[src/rtl/muldiv_pkg.sv]
// rtl/muldiv_pkg.sv - shared types and constants for the iterative RV32M multiply/divide unit
//
// Holds the funct3 op encodings, the FSM state type, the data/register widths
// and the iteration count shared by muldiv_unit and muldiv_addsub.
// Configuration macro: MULDIV_DIV_EN (consumed by muldiv_unit).

package muldiv_pkg;

    localparam int XLEN     = 32;
    localparam int REG_AW   = 5;
    localparam int ITER_CNT = 32;
    localparam int CNT_W    = 6;

    typedef enum logic [2:0] {
        OP_MUL    = 3'b000,
        OP_MULH   = 3'b001,
        OP_MULHSU = 3'b010,
        OP_MULHU  = 3'b011,
        OP_DIV    = 3'b100,
        OP_DIVU   = 3'b101,
        OP_REM    = 3'b110,
        OP_REMU   = 3'b111
    } op_e;

    typedef enum logic [1:0] {
        ST_IDLE = 2'd0,
        ST_CALC = 2'd1,
        ST_DONE = 2'd2
    } state_e;

    // funct3[2] separates the divide group from the multiply group.
    function automatic logic op_is_div(input op_e op);
        return op[2];
    endfunction

    // Within the divide group, funct3[1] selects remainder over quotient.
    function automatic logic op_is_rem(input op_e op);
        return op[2] & op[1];
    endfunction

endpackage

[src/rtl/muldiv_addsub.sv]
// rtl/muldiv_addsub.sv - 33-bit add/subtract core shared by multiply and divide iterations
//
// Ports:
//   a, b  : 33-bit operands
//   sub   : 1 = a - b, 0 = a + b
//   sum   : 33-bit result
//   cout  : carry out; when subtracting, 1 means no borrow (a >= b)

module muldiv_addsub
    import muldiv_pkg::*;
(
    input  logic [XLEN:0] a,
    input  logic [XLEN:0] b,
    input  logic          sub,
    output logic [XLEN:0] sum,
    output logic          cout
);

    logic [XLEN+1:0] full;

    // Subtraction is a + ~b + 1 so that a single adder serves both directions.
    assign full = {1'b0, a} + {1'b0, (sub ? ~b : b)} + {{(XLEN+1){1'b0}}, sub};
    assign sum  = full[XLEN:0];
    assign cout = full[XLEN+1];

endmodule

[src/rtl/muldiv_unit.sv]
// rtl/muldiv_unit.sv - iterative radix-2 RV32M multiply/divide unit with fixed 33-cycle latency
//
// Ports:
//   clk, rst           : clock, asynchronous active-high reset
//   start_i, op_i      : request and RV32M funct3, accepted only while idle
//   rs1_data_i         : operand A (dividend / multiplicand)
//   rs2_data_i         : operand B (divisor / multiplier)
//   rd_addr_i          : destination register, captured at accept
//   kill_i             : abort the in-flight operation
//   busy_o             : high from accept until the done cycle ends
//   done_o             : one-cycle result-valid pulse
//   result_o, rd_addr_o: result and destination, zero outside done_o
//   wr_en_o            : register-file write enable
// Configuration macro: MULDIV_DIV_EN builds the divide/remainder datapath;
// without it divide ops still take the full latency but return 0 and never write.

module muldiv_unit
    import muldiv_pkg::*;
(
    input  logic              clk,
    input  logic              rst,
    input  logic              start_i,
    input  logic [2:0]        op_i,
    input  logic [XLEN-1:0]   rs1_data_i,
    input  logic [XLEN-1:0]   rs2_data_i,
    input  logic [REG_AW-1:0] rd_addr_i,
    input  logic              kill_i,
    output logic              busy_o,
    output logic              done_o,
    output logic [XLEN-1:0]   result_o,
    output logic [REG_AW-1:0] rd_addr_o,
    output logic              wr_en_o
);

    state_e            state_q, state_d;
    op_e               op_q;
    logic [CNT_W-1:0]  cnt_q;
    logic [XLEN-1:0]   hi_q;     // product high half / partial remainder
    logic [XLEN-1:0]   lo_q;     // multiplier then product low half / dividend then quotient
    logic [XLEN-1:0]   b_q;      // multiplicand or divisor magnitude
    logic [XLEN-1:0]   res_q;
    logic [REG_AW-1:0] rd_q;
    logic              neg_q;    // negate the magnitude result at the end

    logic accept, iterate, finalize;

    assign accept   = (state_q == ST_IDLE) && start_i && !kill_i;
    assign iterate  = (state_q == ST_CALC) && !kill_i && (cnt_q != CNT_W'(ITER_CNT));
    // The extra CALC cycle after the last iteration applies sign correction,
    // giving every op the same latency.
    assign finalize = (state_q == ST_CALC) && !kill_i && (cnt_q == CNT_W'(ITER_CNT));

    // ---------------- operand conditioning at accept ----------------
    op_e             op_in;
    logic            a_signed, b_signed, a_neg, b_neg, neg_in;
    logic [XLEN-1:0] a_mag, b_mag;

    assign op_in = op_e'(op_i);

    always_comb begin
        a_signed = 1'b0;
        b_signed = 1'b0;
        case (op_in)
            OP_MULH, OP_DIV, OP_REM: begin
                a_signed = 1'b1;
                b_signed = 1'b1;
            end
            OP_MULHSU: a_signed = 1'b1;
            default: ;
        endcase
    end

    assign a_neg = a_signed & rs1_data_i[XLEN-1];
    assign b_neg = b_signed & rs2_data_i[XLEN-1];
    assign a_mag = a_neg ? (-rs1_data_i) : rs1_data_i;
    assign b_mag = b_neg ? (-rs2_data_i) : rs2_data_i;

    // A zero divisor yields an all-ones magnitude quotient and the dividend
    // magnitude as remainder; leaving the quotient un-negated and giving the
    // remainder the dividend's sign produces the architectural results directly.
    always_comb begin
        if (op_is_rem(op_in))
            neg_in = a_neg;
        else if (op_is_div(op_in))
            neg_in = (a_neg ^ b_neg) && (rs2_data_i != '0);
        else
            neg_in = a_neg ^ b_neg;
    end

    // ---------------- iteration datapath ----------------
    logic [XLEN:0]   as_a, as_b, as_sum;
    logic            as_sub, as_cout;
    logic [XLEN:0]   addend;
    logic [XLEN-1:0] hi_n, lo_n;

    always_comb begin
        as_a   = {1'b0, hi_q};
        as_b   = {1'b0, b_q};
        as_sub = 1'b0;
`ifdef MULDIV_DIV_EN
        if (op_is_div(op_q)) begin
            as_a   = {hi_q, lo_q[XLEN-1]};
            as_sub = 1'b1;
        end
`endif
    end

    muldiv_addsub u_addsub (
        .a    (as_a),
        .b    (as_b),
        .sub  (as_sub),
        .sum  (as_sum),
        .cout (as_cout)
    );

    always_comb begin
        // Shift-add: conditionally add the multiplicand, then shift {carry,hi,lo} right.
        addend = lo_q[0] ? as_sum : {1'b0, hi_q};
        hi_n   = addend[XLEN:1];
        lo_n   = {addend[0], lo_q[XLEN-1:1]};
`ifdef MULDIV_DIV_EN
        // Restoring divide: keep the difference only when it did not borrow.
        if (op_is_div(op_q)) begin
            if (as_cout) begin
                hi_n = as_sum[XLEN-1:0];
                lo_n = {lo_q[XLEN-2:0], 1'b1};
            end else begin
                hi_n = {hi_q[XLEN-2:0], lo_q[XLEN-1]};
                lo_n = {lo_q[XLEN-2:0], 1'b0};
            end
        end
`endif
    end

`ifndef MULDIV_DIV_EN
    logic unused_cout;
    assign unused_cout = as_cout;
`endif

    // ---------------- result selection ----------------
    logic [2*XLEN-1:0] prod, prod_s;
    logic [XLEN-1:0]   final_res;
`ifdef MULDIV_DIV_EN
    logic [XLEN-1:0]   quo_s, rem_s;
    assign quo_s = neg_q ? (-lo_q) : lo_q;
    assign rem_s = neg_q ? (-hi_q) : hi_q;
`endif

    assign prod   = {hi_q, lo_q};
    assign prod_s = neg_q ? (-prod) : prod;

    always_comb begin
        final_res = '0;
        case (op_q)
            OP_MUL:                       final_res = prod_s[XLEN-1:0];
            OP_MULH, OP_MULHSU, OP_MULHU: final_res = prod_s[2*XLEN-1:XLEN];
`ifdef MULDIV_DIV_EN
            OP_DIV, OP_DIVU:              final_res = quo_s;
            OP_REM, OP_REMU:              final_res = rem_s;
`endif
            default:                      final_res = '0;
        endcase
    end

    // ---------------- FSM ----------------
    always_ff @(posedge clk or posedge rst) begin
        if (rst) state_q <= ST_IDLE;
        else     state_q <= state_d;
    end

    always_comb begin
        state_d = state_q;
        case (state_q)
            ST_IDLE: if (accept) state_d = ST_CALC;
            ST_CALC: begin
                if (kill_i)
                    state_d = ST_IDLE;
                else if (cnt_q == CNT_W'(ITER_CNT))
                    state_d = ST_DONE;
            end
            ST_DONE: state_d = ST_IDLE;
            default: state_d = ST_IDLE;
        endcase
    end

    // ---------------- datapath registers ----------------
    always_ff @(posedge clk or posedge rst) begin
        if (rst) begin
            op_q  <= OP_MUL;
            cnt_q <= '0;
            hi_q  <= '0;
            lo_q  <= '0;
            b_q   <= '0;
            res_q <= '0;
            rd_q  <= '0;
            neg_q <= 1'b0;
        end else if (accept) begin
            op_q  <= op_in;
            cnt_q <= '0;
            hi_q  <= '0;
            rd_q  <= rd_addr_i;
            neg_q <= neg_in;
            if (op_is_div(op_in)) begin
                lo_q <= a_mag;
                b_q  <= b_mag;
            end else begin
                lo_q <= b_mag;
                b_q  <= a_mag;
            end
        end else if (iterate) begin
            hi_q  <= hi_n;
            lo_q  <= lo_n;
            cnt_q <= cnt_q + CNT_W'(1);
        end else if (finalize) begin
            res_q <= final_res;
        end
    end

    // ---------------- outputs ----------------
    logic wr_allowed;
`ifdef MULDIV_DIV_EN
    assign wr_allowed = 1'b1;
`else
    assign wr_allowed = !op_is_div(op_q);
`endif

    assign busy_o    = (state_q != ST_IDLE);
    assign done_o    = (state_q == ST_DONE) && !kill_i;
    assign result_o  = done_o ? res_q : '0;
    assign rd_addr_o = done_o ? rd_q : '0;
    assign wr_en_o   = done_o && (rd_q != '0) && wr_allowed;

endmodule
[config.mk]
export PLATFORM = sky130hd
export DESIGN_NAME = muldiv_unit
export DESIGN_NICKNAME = d
export VERILOG_FILES = /design/src/rtl/muldiv_pkg.sv /design/src/rtl/muldiv_addsub.sv /design/src/rtl/muldiv_unit.sv
export SDC_FILE = /design/constraint.sdc
export NUM_CORES = 1
export LEC_CHECK = 0
export BUFFER_PORTS_ARGS = -buffer_cell sky130_fd_sc_hd__buf_2
export CORE_MARGIN = 3
export CORE_UTILIZATION = 35
export CTS_CLUSTER_DIAMETER = 40
export DETAILED_ROUTE_END_ITERATION = 12
export PLACE_DENSITY = 0.62
export SLEW_MARGIN = 20
export SYNTH_ARGS = -nofsm -noshare
export SYNTH_HDL_FRONTEND = slang
export SYNTH_SLANG_ARGS = --single-unit
[constraint.sdc]
create_clock -name clk -period 13.8 [get_ports clk]
set_input_delay 2.76 -clock clk [delete_from_list [all_inputs] [get_ports clk]]
set_output_delay 2.76 -clock clk [all_outputs]
set_load 0.05 [all_outputs]
==> metrics.csv, run 1 <==
stage,metric,value,unit
route,vias,10700,
power,p_sw,0.852,mW
power,internal_power,1.13,mW
min_path,hold_path_startpoint,res_q[19],
yosys,synth_compound_area_share,23.1,%
setup_path,crit_fanout,39,
global_routing,grt_use_total,19.4,%
setup_path,required,11.04,ns
clock_network,cts_resized,0,
finish,area_delta_synth_final,13.0,%
yosys,syn_area,11400,µm²
floorplan,start_util,35.9,%
setup_path,setup.worst_path.start_class,input port,
clock_network,holdBufCountCts,0,
setup_path,cp_slowest_cell,nor2_4,
timing,hold_viol_final,0,
route,drc,0,
place,dpl_cell_area,12300,µm²
global_routing,overflow,0,
clock_network,clkSlewWorstSetupHoldPaths,0.06,ns
timing,fin_crit_sh,49.5,%
setup_path,worstSetupPathType,input port to primary output,
finish,final_area,12900,µm²
timing,timing.fmax,146,MHz
setup_path,cp.arrival,4.07,ns
power,p_per_area,154,nW/µm²
finish,nFillCells,3264,
power,p_seq_share,35.6,%
setup_path,worst-path-stages,5,
yosys,synth_commonest_cells,"190 x nand2_1, 145 x dfrtp_1, 121 x nor2_1",
yosys,synthXorXnorAreaFrac,11.2,%
yosys,yosys-mux-area-fraction,3.63,%
yosys,synth_cells,1427,
timing,finClkSkew,0.0101,ns
power,combPwrFrac,41.9,%
route,drtPass1Iterations,6,
clock_network,clk_path_buf_depth,2,
global_routing,grt_pass1_wl,55300,µm
finish,ff_latch_area,3630,µm²
power,switching_share,42.9,%
floorplan,die-area,34800,µm²
finish,final_cells,1932,
yosys,synth_area_leaders,"dfrtp_1 32%, xnor2_1 6.6%, nand2_1 6.3%",
yosys,synth.most_common_cell,nand2_1,
yosys,yosys.area.top_type,dfrtp_1,
place,place.gp.congestion,0.916,
setup_path,worst-path-buf-inv,2,
setup_path,worst_setup_path_end_kind,primary output,
setup_path,worstPathCellList,buf_2 > nor2_4 > and2_1 > nor3b_1 > buf_2,
power,power,1.99,mW
finish,drive_above_1_share,12.5,%
clock_network,clock_latency,0.43,ns
setup_path,cpPeakStageDelay,0.47,ns
timing,setup_viol,0,
setup_path,worstSetupStartpoint,kill_i,
yosys,seq_area_frac_synth,31.8,%
yosys,synth_edf_count,0,
yosys,synth_seq_cells,145,
setup_path,path_delay_family,simple AND/OR/NAND/NOR gates,
route,antenna_left,0,
yosys,synthArstFlopShare,100,%
route,vias_per_cell,5.55,
power,vdd_drop_max,84.3,µV
yosys,ys_types,66,
finish,nets,1600,
timing,slew_headroom,35.1,%
power,p_clk_share,22.5,%
place,dp.cells,1902,
setup_path,critPathMostFrequentCell,buf_2,
timing,tightest_slew,0.969,ns
clock_network,h-tree-depth,4,
yosys,syn-num-nets,1541,
finish,multi_input_area,7380,µm²
setup_path,reg2regPathDepth,10,
flow_run,max_cap_viol_count,0,
clock_network,cts_tree,done,
clock_network,cts.sinks,145,
global_routing,grt_start_max_net_pins,98,
clock_network,post-cts-setup-buffers,0,
min_path,hold_path_depth,2,
yosys,yosysWarnings,0,
min_path,hold_path.class,flop to flop,
floorplan,row_count,65,
setup_path,rr_startpoint,lo_q[0],
timing,tns,0,ns
outcome,status,completed,
yosys,yosys.area_share.adder,4.23,%
clock_network,cts-root-buf,clkbuf_16,
route,wl_per_cell,17.8,µm
yosys,synth.avg_cell_area,7.99,µm²
global_routing,antenna_found_initial,0,
floorplan,die_w,187,µm
timing,drv_slew,0,
finish,diodes,0,
yosys,synth_top_family_by_area,compound AO/OA/AOI/OAI gates,
clock_network,cts_buffers,17,
power,power.leakage,5.77,nW
yosys,synthSimpleGateAreaFrac,22.3,%
floorplan,core_area,31800,µm²
global_routing,grt_pass1_vias,9999,
floorplan,die_h,187,µm
route,drt_iter0_drc,869,
route,finalWirelength,34300,µm
timing,rsz0062_at_grt,false,
yosys,netlist.area_leader.share,31.8,%
timing,period_needed,6.83,ns
place,port_buffers,115,
floorplan,pin_count,116,
yosys,synth_top_flop_cell,dfrtp_1,
place,hpwlAfterDp,26300,µm
-- stage by stage --
step | setup WS [ns] | hold slack (ns) | utilization, %
global placement | 6.76 | 0.462 | 38.7
global route | 6.80 | 0.515 | 40.5
finish | 6.97 | 0.474 | 40.5
detailed placement | 6.64 | 0.464 | 38.7
floorplan | 6.23 | 0.442 | -
CTS | 6.63 | 0.478 | 40.5
-- kinds of logic after synthesis --
kind of cell             after synthesis
AO/OA/AOI/OAI                        414
XOR/XNOR                             146
adder cells (fa/ha/maj)               38
buffers and inverters                110
flip-flops                           145
multiplexers                          41
AND/OR/NAND/NOR                      533
-- flip-flops by register name, summed over array words and instances, names as in the netlist --
register and cells:
b_q 32, hi_q 32, lo_q 32, res_q 32, cnt_q 6, rd_q 5, op_q 3, state_q 2
neg_q 1
-- worst paths after layout --
path | to | slack, ns
max in group asynchronous | neg_q | 9.94
min in group asynchronous | res_q[4] | 2.46
worst min register to register | res_q[19] | 0.47
worst min-delay path | res_q[19] | 0.47
worst max-delay path | wr_en_o | 6.97
worst max register to register | res_q[30] | 9.89
-- cell usage in the layout, fill, tap and decap left out, drive strengths merged, types with 34 or more instances in the layout --
master / Yosys / routed
a21oi: 99 / 99
a31oi: 36 / 36
and3: 53 / 53
buf: 17 / 130
dfrtp: 145 / 145
ha: 37 / 37
mux2i: 38 / 38
nand2: 190 / 190
nand3: 34 / 34
nor2: 121 / 121
o21ai: 119 / 119
o31ai: 35 / 35
xnor2: 86 / 86
xor2: 60 / 60
-- routing by layer --
layer / routed length [µm] / vias to the layer above / global-route usage [%]
met1: 18200 / 4972 / 31.1
met3: 2160 / 34 / 2.63
met4: 631 / 0 / 5.29
met5: 0 / - / 0
met2: 13300 / 393 / 26.8
li1: - / 5332 / -
-- area by class of cell --
class	instances	share of cell area, %
Multi-Input combinational cell	1172	57.3
Tap cell	435	4.22
Clock buffer	21	3.73
Inverter	20	0.622
Sequential cell	145	28.2
Clock inverter	9	0.651
Timing Repair Buffer	130	5.34
-- worst register-to-register path, cell delays in order, from the launching register on --
cell	delay, ns
dfrtp_1	0.37
inv_1	0.57
ha_1	0.31
nor2b_1	0.25
nand4_1	0.25
or4_1	0.78
or4_4	0.62
o21ai_1	0.17
xnor2_1	0.08
a221oi_1	0.31
nor2_1	0.07
-- power by group through the flow --
stage               sequential, mW  combinational (mW)  clock (mW)
floorplan                    0.619               0.659           0
global placement             0.703               0.812           0
detailed placement           0.707               0.823           0
CTS                          0.699               0.826       0.453
global route                 0.721               0.937       0.470
finish                       0.707               0.832       0.447
No activity file was read; power rests on OpenSTA's default activity.
==> inputs of run 2 (changes only) <==
==> constraint.sdc (replaced) <==
create_clock -name clk -period 7 [get_ports clk]
set_input_delay 1.4 -clock clk [delete_from_list [all_inputs] [get_ports clk]]
set_output_delay 1.4 -clock clk [all_outputs]
set_load 0.05 [all_outputs]
==> metrics.csv, run 2 (synthesis results as in run 1) <==
stage,metric,value,unit,change
timing,tns,0,ns,unchanged
clock_network,post-cts-setup-buffers,0,,unchanged
floorplan,die_w,187,µm,unchanged
clock_network,holdBufCountCts,0,,unchanged
clock_network,h-tree-depth,4,,unchanged
min_path,hold_path_startpoint,res_q[19],,unchanged
clock_network,clk_path_buf_depth,2,,unchanged
finish,ff_latch_area,3630,µm²,unchanged
timing,finClkSkew,0.00787,ns,was 0.0101 ns
route,finalWirelength,34800,µm,was 34300 µm
place,dp.cells,1904,,was 1902
finish,area_delta_synth_final,13.5,%,was 13.0%
min_path,min_to,res_q[19],,unchanged
setup_path,reg2regPathDepth,10,,unchanged
floorplan,row_count,65,,unchanged
clock_network,cts_buffers,17,,unchanged
floorplan,pin_count,116,,unchanged
setup_path,setup.worst_path.start_class,input port,,unchanged
floorplan,die_h,187,µm,unchanged
place,hpwlAfterDp,27000,µm,was 26300 µm
setup_path,worstSetupPathType,input port to primary output,,unchanged
timing,fin_crit_sh,63.0,%,
setup_path,cp.arrival,3.01,ns,was 4.07 ns
global_routing,grt_pass1_wl,56100,µm,was 55300 µm
clock_network,cts_tree,done,,unchanged
place,port_buffers,115,,unchanged
route,drt_iter0_drc,1101,,was 869
setup_path,worst_setup_path_end_kind,primary output,,unchanged
setup_path,rr_startpoint,lo_q[0],,unchanged
global_routing,overflow,0,,unchanged
flow_run,max_cap_viol_count,0,,unchanged
timing,rsz0062_at_grt,false,,unchanged
finish,final_cell_mix,"189 x nand2_1, 144 x dfrtp_1, 119 x nor2_1",,unchanged
finish,diodes,0,,unchanged
timing,setup_viol,0,,unchanged
route,vias,10700,,about the same
min_path,hold_path.class,flop to flop,,unchanged
route,wl_per_cell,18.0,µm,was 17.8 µm
route,drc,0,,unchanged
timing,tightest_slew,1.02,ns,was 0.969 ns
timing,slew_headroom,32.1,%,was 35.1%
clock_network,cts.sinks,145,,unchanged
route,antenna_left,0,,unchanged
timing,period_needed,4.41,ns,
clock_network,clock_latency,0.43,ns,about the same
floorplan,core_area,31800,µm²,unchanged
power,p_per_area,310,nW/µm²,was 154 nW/µm²
setup_path,required,5.60,ns,was 11.04 ns
floorplan,start_util,35.9,%,unchanged
setup_path,ff2ff_setup_slack,3.13,ns,was 9.89 ns
power,vdd_drop_max,171,µV,was 84.3 µV
finish,nFillCells,3279,,was 3264
global_routing,grt_start_max_net_pins,88,,was 98
outcome,status,completed,,unchanged
power,power.leakage,5.80,nW,was 5.77 nW
clock_network,cts_resized,0,,unchanged
finish,drive_above_1_share,12.7,%,was 12.5%
route,vias_per_cell,5.55,,about the same
global_routing,grt_pass1_vias,9977,,was 9999
global_routing,grt_use_total,19.8,%,was 19.4%
clock_network,clkSlewWorstSetupHoldPaths,0.06,ns,about the same
finish,nets,1602,,was 1600
setup_path,r2r_end,res_q[30],,unchanged
global_routing,antenna_found_initial,1,,was 0
finish,final_util,40.7,%,was 40.5%
timing,drv_slew,0,,unchanged
timing,timing.fmax,227,MHz,
place,place.gp.congestion,0.909,,was 0.916
setup_path,crit_fanout,39,,unchanged
floorplan,die-area,34800,µm²,unchanged
route,drtPass1Iterations,6,,unchanged
clock_network,cts-root-buf,clkbuf_16,,unchanged
timing,hold_viol_final,0,,unchanged
min_path,hold_path_depth,2,,unchanged
finish,multi_input_area,7370,µm²,was 7380 µm²
finish,final_common_cell,nand2_1,,unchanged
timing,hold_ws,0.472,ns,was 0.474 ns
finish,final_cells,1936,,was 1932
[run 2: cell types whose count changed in the layout (fill, tap and decap cells not counted), sizes merged]
cell | previous run | this run
inv | 20 | 23
clkinvlp | 4 | 2
clkbuf | 21 | 20
buf | 130 | 132
bufinv | 1 | 3
[run 2: stage by stage]
stage          area, µm²  setup WS (ns)  total power, mW
6_report           12900           2.59             4.01
5_1_grt            12900           2.41             4.29
4_1_cts            12900           2.57             4.00
3_5_place_dp       12300           2.57             3.03
3_3_place_gp       12300           2.68             3.02
2_1_floorplan      11400           1.71             2.52
[run 2: final cells by class]
class	instances	share of cell area [%]
clock buffers	20	3.53
inverters	20	0.619
multi-input cells	1172	57.0
clock inverters	12	1.20
flip-flops and latches	145	28.0
well taps	435	4.21
repair buffers	132	5.43
[run 2: report_power, final]
group	total, mW	internal [mW]	leakage (nW)	switching [mW]
clock	0.955	0.582	0.297	0.374
sequential	1.40	1.02	1.86	0.374
combinational	1.66	0.695	3.65	0.966
total	4.01	2.30	5.80	1.71
[run 2: how the worst max path moves through the flow]
stage          startpoint      end  slack [ns]
2_1_floorplan         rst   b_q[0]        1.71
3_3_place_gp       kill_i  wr_en_o        2.68
3_5_place_dp       kill_i  wr_en_o        2.57
4_1_cts            kill_i  wr_en_o        2.57
5_1_grt            kill_i  wr_en_o        2.41
6_report           kill_i  wr_en_o        2.59
[run 2: critical path, cell delays in order]
cell and delay (ns):
buf_2 0.12, nor2_2 0.76, and2_1 0.24, nor3b_1 0.18, buf_2 0.29
[run 2: metal layers]
layer	routed length [µm]	share of wire (%)	GRT usage (%)	vias up
met1	18300	53	32.1	4968
met4	658	1.9	5.12	2
met2	13400	38	26.9	397
met3	2440	7.0	3.06	34
li1	-	-	-	5337
met5	13	0.037	0	-
==> inputs of run 3 (changes only) <==
--- a/config.mk
+++ b/config.mk
@@ -10,7 +10,7 @@
 export CORE_UTILIZATION = 35
 export CTS_CLUSTER_DIAMETER = 40
 export DETAILED_ROUTE_END_ITERATION = 12
-export PLACE_DENSITY = 0.62
+export PLACE_DENSITY = 0.64
 export SLEW_MARGIN = 20
 export SYNTH_ARGS = -nofsm -noshare
 export SYNTH_HDL_FRONTEND = slang
==> constraint.sdc (replaced) <==
create_clock -name clk -period 3.8 [get_ports clk]
set_input_delay 0.76 -clock clk [delete_from_list [all_inputs] [get_ports clk]]
set_output_delay 0.76 -clock clk [all_outputs]
set_load 0.05 [all_outputs]
==> metrics.csv, run 3 (synthesis results as in run 1) <==
stage,metric,value,unit,change
outcome,status,completed,,unchanged
route,antenna_left,0,,unchanged
setup_path,worst-path-stages,8,,was 5
power,p_sw,3.23,mW,was 1.71 mW
timing,finClkSkew,0.0119,ns,was 0.00787 ns
route,drtPass1Iterations,5,,was 6
power,internal_power,4.42,mW,was 2.30 mW
global_routing,grt_pass1_wl,57200,µm,was 56100 µm
finish,final_util,41.5,%,was 40.7%
timing,period_needed,3.60,ns,
power,power.leakage,5.96,nW,was 5.80 nW
clock_network,holdBufCountCts,0,,unchanged
global_routing,grt_pass1_vias,10200,,was 9977
place,dp_slack,0.225,ns,was 2.57 ns
flow_run,max_cap_viol_count,0,,unchanged
setup_path,crit_fanout,8,,was 39
setup_path,reg2regPathDepth,8,,was 10
setup_path,worstPathCellList,or4_4 > or4_4 > or4_1 > or2_1 > o41ai_4 > xnor2_1 > a221oi_1 > nor2_1,,was buf_2 > nor2_2 > and2_1 > nor3b_1 > buf_2
timing,hold_viol_final,0,,unchanged
global_routing,grt_start_max_net_pins,125,,was 88
power,vdd_drop_max,301,µV,was 171 µV
setup_path,worstSetupStartpoint,lo_q[18],,was kill_i
place,hpwlAfterDp,28000,µm,was 27000 µm
setup_path,rr_startpoint,lo_q[18],,was lo_q[0]
power,combPwrFrac,42.3,%,was 41.4%
clock_network,cts_tree,done,,unchanged
finish,nets,1627,,was 1602
clock_network,h-tree-depth,4,,unchanged
power,p_clk_share,25.1,%,was 23.8%
timing,fin_crit_sh,94.6,%,
timing,tightest_slew,0.950,ns,was 1.02 ns
setup_path,worst_setup_path_end_kind,flop,,was primary output
global_routing,overflow,0,,unchanged
clock_network,clk_path_buf_depth,2,,unchanged
global_routing,antenna_found_initial,1,,unchanged
floorplan,die-area,34800,µm²,unchanged
clock_network,cts-root-buf,clkbuf_16,,unchanged
place,dp.cells,1929,,was 1904
timing,slew_headroom,36.4,%,was 32.1%
place,place.gp.congestion,0.937,,was 0.909
floorplan,pin_count,116,,unchanged
finish,final_cells,1961,,was 1936
finish,area_delta_synth_final,15.8,%,was 13.5%
route,vias,11000,,was 10700
clock_network,post-cts-setup-buffers,0,,unchanged
global_routing,grt_use_total,20.2,%,was 19.8%
clock_network,cts_resized,0,,unchanged
finish,diodes,0,,unchanged
route,finalWirelength,35800,µm,was 34800 µm
finish,drive_above_1_share,14.2,%,was 12.7%
floorplan,core_area,31800,µm²,unchanged
finish,final_common_cell,nand2_1,,unchanged
setup_path,path_delay_family,simple AND/OR/NAND/NOR gates,,unchanged
clock_network,clkSlewWorstSetupHoldPaths,0.06,ns,about the same
setup_path,worst-path-buf-inv,0,,was 2
route,vias_per_cell,5.59,,was 5.55
setup_path,required,4.11,ns,was 5.60 ns
setup_path,cp.arrival,3.90,ns,was 3.01 ns
setup_path,worstSetupPathType,flop to flop,,was input port to primary output
timing,setup_slack,0.204,ns,was 2.59 ns
power,switching_share,42.2,%,was 42.7%
floorplan,row_count,65,,unchanged
power,power,7.65,mW,was 4.01 mW
timing,drv_slew,0,,unchanged
setup_path,setup.worst_path.start_class,flop,,was input port
timing,timing.fmax,278,MHz,
floorplan,die_w,187,µm,unchanged
place,port_buffers,115,,unchanged
floorplan,start_util,35.9,%,unchanged
route,drc,0,,unchanged
min_path,hold_path.class,input port to asynchronous set/reset pin,,was flop to flop
clock_network,cts_buffers,17,,unchanged
floorplan,die_h,187,µm,unchanged
power,p_per_area,579,nW/µm²,was 310 nW/µm²
timing,setup_viol,0,,unchanged
clock_network,clock_latency,0.44,ns,was 0.43 ns
timing,tns,0,ns,unchanged
timing,rsz0062_at_grt,false,,unchanged
setup_path,critPathMostFrequentCell,or4_4,,was buf_2
setup_path,cpPeakStageDelay,0.67,ns,was 0.76 ns
setup_path,cp_slowest_cell,or4_1,,was nor2_2
power,p_seq_share,32.6,%,was 34.8%
finish,final_cell_mix,"189 x nand2_1, 144 x dfrtp_1, 119 x nor2_1",,unchanged
route,drt_iter0_drc,1146,,was 1101
clock_network,cts.sinks,145,,unchanged
route,wl_per_cell,18.2,µm,was 18.0 µm
==> run 3: cell count changes in the layout (fill, tap and decap cells not counted) <==
cell	delta
buf_12	+2
buf_4	+23
clkbuf_8	-1
clkbuf_1	-1
clkinvlp_4	+2
inv_8	+3
clkinv_4	+1
clkinv_2	-2
bufinv_16	+2
inv_6	-4
==> run 3: layout make-up <==
type                            count  area (µm²)
Fill cell                        3257       18600
Multi-Input combinational cell   1172        7370
Sequential cell                   145        3630
Timing Repair Buffer              157         916
Tap cell                          435         544
Clock buffer                       18         439
Clock inverter                     14         229
Inverter                           20        78.8
==> run 3: path summary, 6_finish.rpt <==
path                        endpoint  slack (ns)
setup / recovery           res_q[31]        0.20
hold / removal               hi_q[3]        0.20
hold reg to reg            res_q[24]        0.47
max in group asynchronous      neg_q        2.65
setup reg to reg           res_q[31]        0.20
min in group clk           res_q[24]        0.47
==> run 3: routing by layer <==
metal | part of all wire [%] | vias to the layer above | global-route usage, %
met2 | 40 | 415 | 28.4
met3 | 7.8 | 34 | 3.66
met5 | 0.034 | - | 0
li1 | - | 5391 | -
met1 | 51 | 5121 | 31.9
met4 | 1.4 | 2 | 4.71
==> run 3: power by group through the flow <==
| stage | logic, mW | registers, mW | clock network [mW] |
|---|---|---|---|
| 3_5_place_dp | 3.18 | 2.50 | 0 |
| 3_3_place_gp | 3.16 | 2.48 | 0 |
| 6_report | 3.24 | 2.50 | 1.92 |
| 2_1_floorplan | 2.39 | 2.25 | 0 |
| 4_1_cts | 3.20 | 2.47 | 1.94 |
| 5_1_grt | 3.61 | 2.54 | 2.01 |
==> run 3: stage by stage <==
step	hold WS, ns	area (µm²)
6_report	0.200	13200
5_1_grt	0.203	13200
4_1_cts	0.189	13200
3_5_place_dp	0.464	12500
3_3_place_gp	0.456	12500
2_1_floorplan	0.442	11400
